### config.mk
export PLATFORM = sky130hd
export DESIGN_NAME = collision_event_scheduler
export DESIGN_NICKNAME = d
export VERILOG_FILES = /design/src/rtl/collision_pkg.sv /design/src/rtl/lsb_priority_encoder.sv /design/src/rtl/collision_event_scheduler.sv
export SDC_FILE = /design/constraint.sdc
export NUM_CORES = 1
export LEC_CHECK = 0
export CORE_MARGIN = 3
export CORE_UTILIZATION = 43
export DETAILED_ROUTE_END_ITERATION = 8
export HOLD_SLACK_MARGIN = 0.12
export PLACE_DENSITY = 0.75
export REMOVE_ABC_BUFFERS = 1
export SYNTH_ARGS = -nofsm -noshare
export SYNTH_HDL_FRONTEND = slang
export SYNTH_SLANG_ARGS = --single-unit
### constraint.sdc
create_clock -name clk -period 1.6 [get_ports clk]
set_input_delay 0.32 -clock clk [delete_from_list [all_inputs] [get_ports clk]]
set_output_delay 0.32 -clock clk [all_outputs]
set_load 0.01 [all_outputs]
### src/rtl/collision_pkg.sv
// Shared constants and types for the collision event scheduler.
package collision_pkg;

  localparam int NUM_SRC_DEF = 8;

  // Collision source indices (bit positions in collision_src)
  localparam int SRC_PLAYER_WALL      = 0;
  localparam int SRC_PLAYER_BRICK     = 1;
  localparam int SRC_PLAYER_EXPLOSION = 2;
  localparam int SRC_PLAYER_ENEMY     = 3;
  localparam int SRC_BOMB_BRICK       = 4;
  localparam int SRC_ENEMY_EXPLOSION  = 5;
  localparam int SRC_PLAYER_POWERUP   = 6;
  localparam int SRC_BOMB_WALL        = 7;

  typedef enum logic {IDLE = 1'b0, DRAIN = 1'b1} sched_state_t;

endpackage

### src/rtl/lsb_priority_encoder.sv
// Combinational encoder: index of the lowest set bit, plus a found flag.
module lsb_priority_encoder #(
  parameter int N  = 8,
  parameter int IW = (N > 1) ? $clog2(N) : 1
) (
  input  logic [N-1:0]  vec,
  output logic [IW-1:0] idx,
  output logic          found
);

  // Scan from the top down so the lowest set bit is the last one written
  always_comb begin
    idx   = '0;
    found = 1'b0;
    for (int i = N - 1; i >= 0; i--) begin
      if (vec[i]) begin
        idx   = i[IW-1:0];
        found = 1'b1;
      end
    end
  end

endmodule

### src/rtl/collision_event_scheduler.sv
// Records each collision source at most once per frame, then at start of
// frame hands the recorded set to game logic one event per handshake,
// lowest index first.
module collision_event_scheduler
  import collision_pkg::*;
#(
  parameter int NUM_SRC = NUM_SRC_DEF,
  parameter int IDW     = $clog2(NUM_SRC),
  parameter int CNTW    = 16
) (
  input  logic               clk,
  input  logic               resetN,
  input  logic               startOfFrame,
  input  logic [NUM_SRC-1:0] collision_src,
  input  logic [NUM_SRC-1:0] src_enable,
  input  logic               event_ready,
  output logic               event_valid,
  output logic [IDW-1:0]     event_id,
  output logic [NUM_SRC-1:0] frame_hit_mask,
  output logic               overrun,
  output logic [CNTW-1:0]    event_count,
  output logic               busy
);

  sched_state_t       state_q, state_d;
  logic [NUM_SRC-1:0] pending_q, drain_q, drain_d;
  logic [NUM_SRC-1:0] snap, clr, survive;
  logic               xfer, overrun_d, found_unused;

  lsb_priority_encoder #(.N(NUM_SRC), .IW(IDW)) u_enc (
    .vec   (drain_q),
    .idx   (event_id),
    .found (found_unused)
  );

  assign event_valid = (state_q == DRAIN);
  assign busy        = event_valid;
  assign xfer        = event_valid & event_ready;
  // Strobes in the startOfFrame cycle still belong to the ending frame
  assign snap        = pending_q | (collision_src & src_enable);
  assign clr         = xfer ? ({{(NUM_SRC-1){1'b0}}, 1'b1} << event_id) : '0;
  assign survive     = drain_q & ~clr;

  // State register
  always_ff @(posedge clk or negedge resetN) begin
    if (!resetN) state_q <= IDLE;
    else         state_q <= state_d;
  end

  // Next state, next drain set and overrun detection
  always_comb begin
    state_d   = state_q;
    drain_d   = survive;
    overrun_d = 1'b0;
    if (startOfFrame) begin
      drain_d   = snap;
      overrun_d = (state_q == DRAIN) && (survive != '0);
      state_d   = (snap != '0) ? DRAIN : IDLE;
    end else if (state_q == DRAIN && survive == '0) begin
      state_d = IDLE;
    end
  end

  // Accumulation, snapshot, overrun pulse and delivered-event counter
  always_ff @(posedge clk or negedge resetN) begin
    if (!resetN) begin
      pending_q      <= '0;
      drain_q        <= '0;
      frame_hit_mask <= '0;
      overrun        <= 1'b0;
      event_count    <= '0;
    end else begin
      drain_q <= drain_d;
      overrun <= overrun_d;
      if (startOfFrame) begin
        pending_q      <= '0;
        frame_hit_mask <= snap;
      end else begin
        pending_q <= snap;
      end
      if (xfer && event_count != {CNTW{1'b1}})
        event_count <= event_count + 1'b1;
    end
  end

endmodule

Yosys cells after proc, flatten, opt, wreduce, memory -nomap -nowiden
Cells that the tools add are included.

cells by class
  bitwise gates (word level) = 5
  div/mod/pow operators = 0
  muxes and demuxes = 15
  $lt $le $gt $ge = 0
  reduce and logical (&&, ||, !) cells = 7
  shift-type cells = 1
  $mul = 0
  equal/unequal tests = 1
  $add $sub $neg = 1

operators by type and width
  operator                                          count
  2-to-1 mux 3 bit                                  8
  2-to-1 mux 8 bit                                  3
  adder 16 x 1 -> 16 bit (second input constant)    1
  bitwise AND 8 bit                                 2
  != test 16 bit (second input constant)            1
  nonzero test 8 bit                                2
  logical NOT 8 bit                                 1
  NOT 8 bit                                         1
  OR 8 bit                                          1
  left shift 1 x 3 -> 8 bit (first input constant)  1
  2-to-1 mux 1 bit                                  4
  logical AND 1 bit                                 3
  nonzero test 2 bit                                1
  bitwise AND 1 bit                                 1

storage, ports and cells
  latch bits = 0
  memory bits (writable) = 0
  register bits after elaboration = 42
  output and inout port bits = 30
  bits in read-only memories = 0
  memories = 0

Logic depth before layout (Yosys ltp)
  depth after elaboration = 16
  depth in mapped cells = 6

Hierarchy
From an unflattened synthesis, not the netlist that was laid out.

second synthesis, totals
  cell total of the unflattened synthesis = 172
  area, all modules = 1878.1 um^2

modules (own cells, without submodules)
  module                     area an instance (um^2)  cells each  instances
  collision_event_scheduler  1798.0                   159         1
  lsb_priority_encoder       80.1                     13          1

Least setup slack after synthesis
OpenSTA, ideal clock, no wires.

  kind = register to register
  start = register event_count[0]
  end = register event_count[1]
  setup time = 125 ps
  path slack = -160 ps
  data arrival time = 1635 ps
  buffers on the path = 0
  stages on the path, launching flop included = 5
  cell sequence = dfrtp_1 -> ha_1 -> and3_1 -> a31oi_1 -> mux2_2

between the ends
  cells in the longest elaborated chain, start to end = 2
  elaborated cells between the ends (all ways) = 3

RTL lines
  what                                                            RTL line                         text
  start, declared                                                 collision_event_scheduler.sv:21  output logic [CNTW-1:0] event_count,
  start signal, assigned                                          collision_event_scheduler.sv:82  event_count <= event_count + 1'b1;
  branches (longest 2 deep; another with adder 16 x 1 -> 16 bit)  n/a

Parallel ways; which one is timed is not known.
A chain may end at the register's enable or synchronous reset.

Final worst setup path
  start = register drain_q[6]
  end = output port event_id[1]

between the ends
  cells in the longest elaborated chain, start to end = 7

RTL lines
  what                           RTL line                         text
  start, declared                collision_event_scheduler.sv:26  logic [NUM_SRC-1:0] pending_q, drain_q, drain_d;
  start signal, assigned         collision_event_scheduler.sv:73  drain_q <= drain_d;
  2-to-1 mux 3 bit (7 in a row)  lsb_priority_encoder.sv:16       if (vec[i]) begin
  end, declared                  collision_event_scheduler.sv:18  output logic [IDW-1:0] event_id,

No other way between the ends.

==> impl_results.md <==
- I/O pin total: 50
- Area fraction of the dominant cell type after synthesis: between 50% and 60%
- Sinks on the clock net: 42
- Cell type contributing the most total cell area after synthesis: sky130_fd_sc_hd__dfrtp_1
- Critical Setup Path Class: flop to output port
- Run status: finished, violations left
- Largest net degree at the start of global routing: 43
- Area inside the core boundary: 0.00412 mm^2
- Final setup violating endpoints: 5
- Area growth from synthesis to layout: 63.3%
- Worst Clk Skew: roughly 8.7 ps
- Worst R2R Start: drain_q[6]$_DFF_PN0_
- Overall die width: between 70 and 80 um
- Reg clk slew, reported paths: 70 ps
- Leading cell types in the layout, fill and taps excluded: sky130_fd_sc_hd__buf_4, sky130_fd_sc_hd__dfrtp_1, sky130_fd_sc_hd__clkdlybuf4s50_1
- Final instance count without filler cells: 336
- Largest fanout on the critical path: 3
- Summed instance area of the synthesized netlist: about 0.0019 mm^2
- Worst Setup Start Kind: flop
- Port-buffer cells: between 40 and 50
- First-pass detailed-route iteration total: 4
- All-Layer GR Usage: between 20% and 30%
- Fraction of synthesized cell area in xor and xnor cells: roughly 6.0%
- Starting Density: a little under half
- Final antenna diode count: 0
- Area enclosed by the die boundary: 0.00522 mm^2
- Power density over the cells: between 1000 and 1500 mW/mm^2
- Grt ovf: 0
- Gpl congestion: ~0.78
- Initial detailed-routing violation count: 170
- TritonCTS buffer count: 5
- Worst-case vdd ir drop: between 0.6 and 0.7 mV
- Hold Path Class: flop to flop
- Area fraction in compound gates after synthesis: between 15 and 20%
- Endpoint kind of the worst setup timing path: output port
- Worst hold path cell count: 1
- Slack of the critical path: -115 ps
- Number of fill cells in the layout: about 270
- Syn. warnings: 0
- Clk buf depth: 2
- Post-DP HPWL: ~3400 um
- Synthesis-stage register bit count: 42
- Share of synthesized cell area in and, or, nand and nor gates: between 10% and 20%
- Sequential cell area fraction in the yosys report: 55.7%
- Final Net Count: a little over 300
- Number of pins exceeding their max-slew limit in the final report: 0
- Via count of the first global-routing pass: around 1800
- Vias: between 1500 and 2000
- Initial antenna violation count: 0
- Worst rel slew slack: approximately two thirds
- Post-synthesis cell count: ~180
- Data arrival, critical path: around 1400 ps
- Endpoints failing hold: 0
- Die height: 72.2 um
- Wire length of the first global-routing pass: roughly 8500 um
- H-Tree Depth: 2
- Final worst path period share: 107%
- Most common cell after layout, fill and taps aside: sky130_fd_sc_hd__buf_4
- Routed len/inst: around 16 um
- Peak Freq: between 500 and 600 MHz
- Distinct cell type count of the synthesized netlist: 41
- Post-synthesis share of cell area spent on full adders, half adders and majority gates: less than 1%
- Number of placement rows: 23
- Number of cell instances on the worst register-to-register path: 7
- Share of post-route cells with drive strength above 1: 36.0%
- Mean instance size in the synthesized netlist: 10.7 um^2
- CTS tree: built
- DRC: 0
- Drt total wl: ~5400 um
- Post-layout minimum cycle time: around 1700 ps
- Multi-input gate area in the final layout: around 940 um^2
- Total negative slack for setup checks: -437 ps
- Violations in the final reports: setup timing
- Slew of the pin with the lowest slew margin: 523 ps
- Total leakage power: roughly 0.0015 uW
- Start point of the worst min-delay path: frame_hit_mask[2]$_DFFE_PN0P_
- Largest family of logic cells by synthesized area: simple AND/OR/NAND/NOR gates
- Placed Instances: 313
- Clk Latency, worst-skew pair: 290 ps
- Sequential Area: 0.00105 mm^2
- Launch point of the critical path: drain_q[6]$_DFF_PN0_
- Reported max-cap violation count: 0
- Vias/cell: 5.29
- Multiplexer share of the synthesized area: roughly 2.2%
- Top cells by area in the synthesized netlist: sky130_fd_sc_hd__dfrtp_1, sky130_fd_sc_hd__nor2_1, sky130_fd_sc_hd__xnor2_1
- Final ANT Viol Nets: 0
- Required time worst endpoint: between 1000 and 1500 ps
- Clock tree root driver cell: sky130_fd_sc_hd__clkbuf_8
- RSZ-0062 raised after global routing: yes
## critical path, stage by stage (launching register included)
cell and delay [ps]:
sky130_fd_sc_hd__dfrtp_1 390, sky130_fd_sc_hd__buf_4 140, sky130_fd_sc_hd__or2_4 250, sky130_fd_sc_hd__a21oi_2 150, sky130_fd_sc_hd__nor3_2 50, sky130_fd_sc_hd__buf_2 130
## timing repair
| item | in CTS | in global routing |
|---|---|---|
| cloned | 0 | 0 |
| pin swaps | 9 | 6 |
| endpoints found under the setup margin | 16 | 23 |
| hold buffers | 1 | 0 |
| buffers inserted | 8 | 7 |
| endpoints found under the hold margin | 42 | 0 |
| gates resized for setup | 42 | 25 |
## routing by layer
layer | up-vias | part of all wire [%] | GRT usage, % | wire length [um]
li1 | 847 | - | - | -
met1 | 878 | 43 | 27.5 | 2320
met2 | 45 | 51 | 33.8 | 2730
met3 | 9 | 4.1 | 4.99 | 218
met4 | 0 | 1.9 | 7.52 | 102
met5 | - | 0 | 0 | 0
## worst paths after layout
check                                                end  slack (ps)
setup / recovery                             event_id[1]        -120
hold / removal             frame_hit_mask[2]$_DFFE_PN0P_         490
setup reg to reg                        busy$_DFFE_PN0P_         -90
hold reg to reg            frame_hit_mask[2]$_DFFE_PN0P_         490
max in group asynchronous           drain_q[4]$_DFF_PN0_         550
min in group asynchronous    event_count[15]$_DFFE_PN0P_         660
## kinds of logic after synthesis
| logic type | after synthesis |
|---|---|
| and+or+nand+nor | 67 |
| AOI/OAI and AO/OA | 42 |
| DFF | 42 |
| xor gates and xnor gates | 13 |
| buffers and inverters | 7 |
| muxes | 4 |
| adders and majority gates | 1 |
## Yosys cell counts (all sizes together)
master / number
nand2b: 1
a2111oi: 3
a211oi: 1
a21o: 3
o21ai: 5
o22ai: 1
a21boi: 1
o22a: 1
buf: 3
nand4: 6
and4: 1
dfrtp: 42
xor2: 3
nor2: 24
nand3: 7
o21a: 2
a31oi: 2
nor3b: 1
a21oi: 18
inv: 1
ha: 1
mux2: 1
and2: 1
nand2: 10
clkinv: 1
and3: 4
a31o: 3
clkbuf: 2
nand4bb: 1
xnor2: 10
o31ai: 1
mux2i: 3
nor3: 7
o21bai: 1
or2: 3
nor2b: 1
## power breakdown
part / switching, uW / internal, uW
combinational: 552 / 692
clock: 332 / 300
sequential: 117 / 1210
total: 1000 / 2200
## flip-flops by register name (all words and copies together) (netlist names)
name and count:
busy 1, frame_hit_mask 8, overrun 1, event_count 16
drain_q 8, pending_q 8
## metrics by stage
step	power (uW)	cell area [um^2]	utilization (%)	setup WS (ps)	hold WS [ps]
after floorplan	1740	1850	-	-160	24.4
after global placement	2340	2730	66.4	-354	413
after detailed placement	2370	2730	66.4	-377	419
after CTS	3070	2930	71.3	-80.3	494
after global routing	3370	3080	74.8	-184	508
final	3200	3080	74.8	-115	488
## area by class of cell
class / count / area share, %
clock buffer: 7 / 2.48
sequential: 42 / 34.2
timing repair buffer: 108 / 30.6
multi-input combinational: 127 / 30.4
inverter: 2 / 0.244
tap: 50 / 2.03
Note: power is estimated with default switching activity, not from simulation.
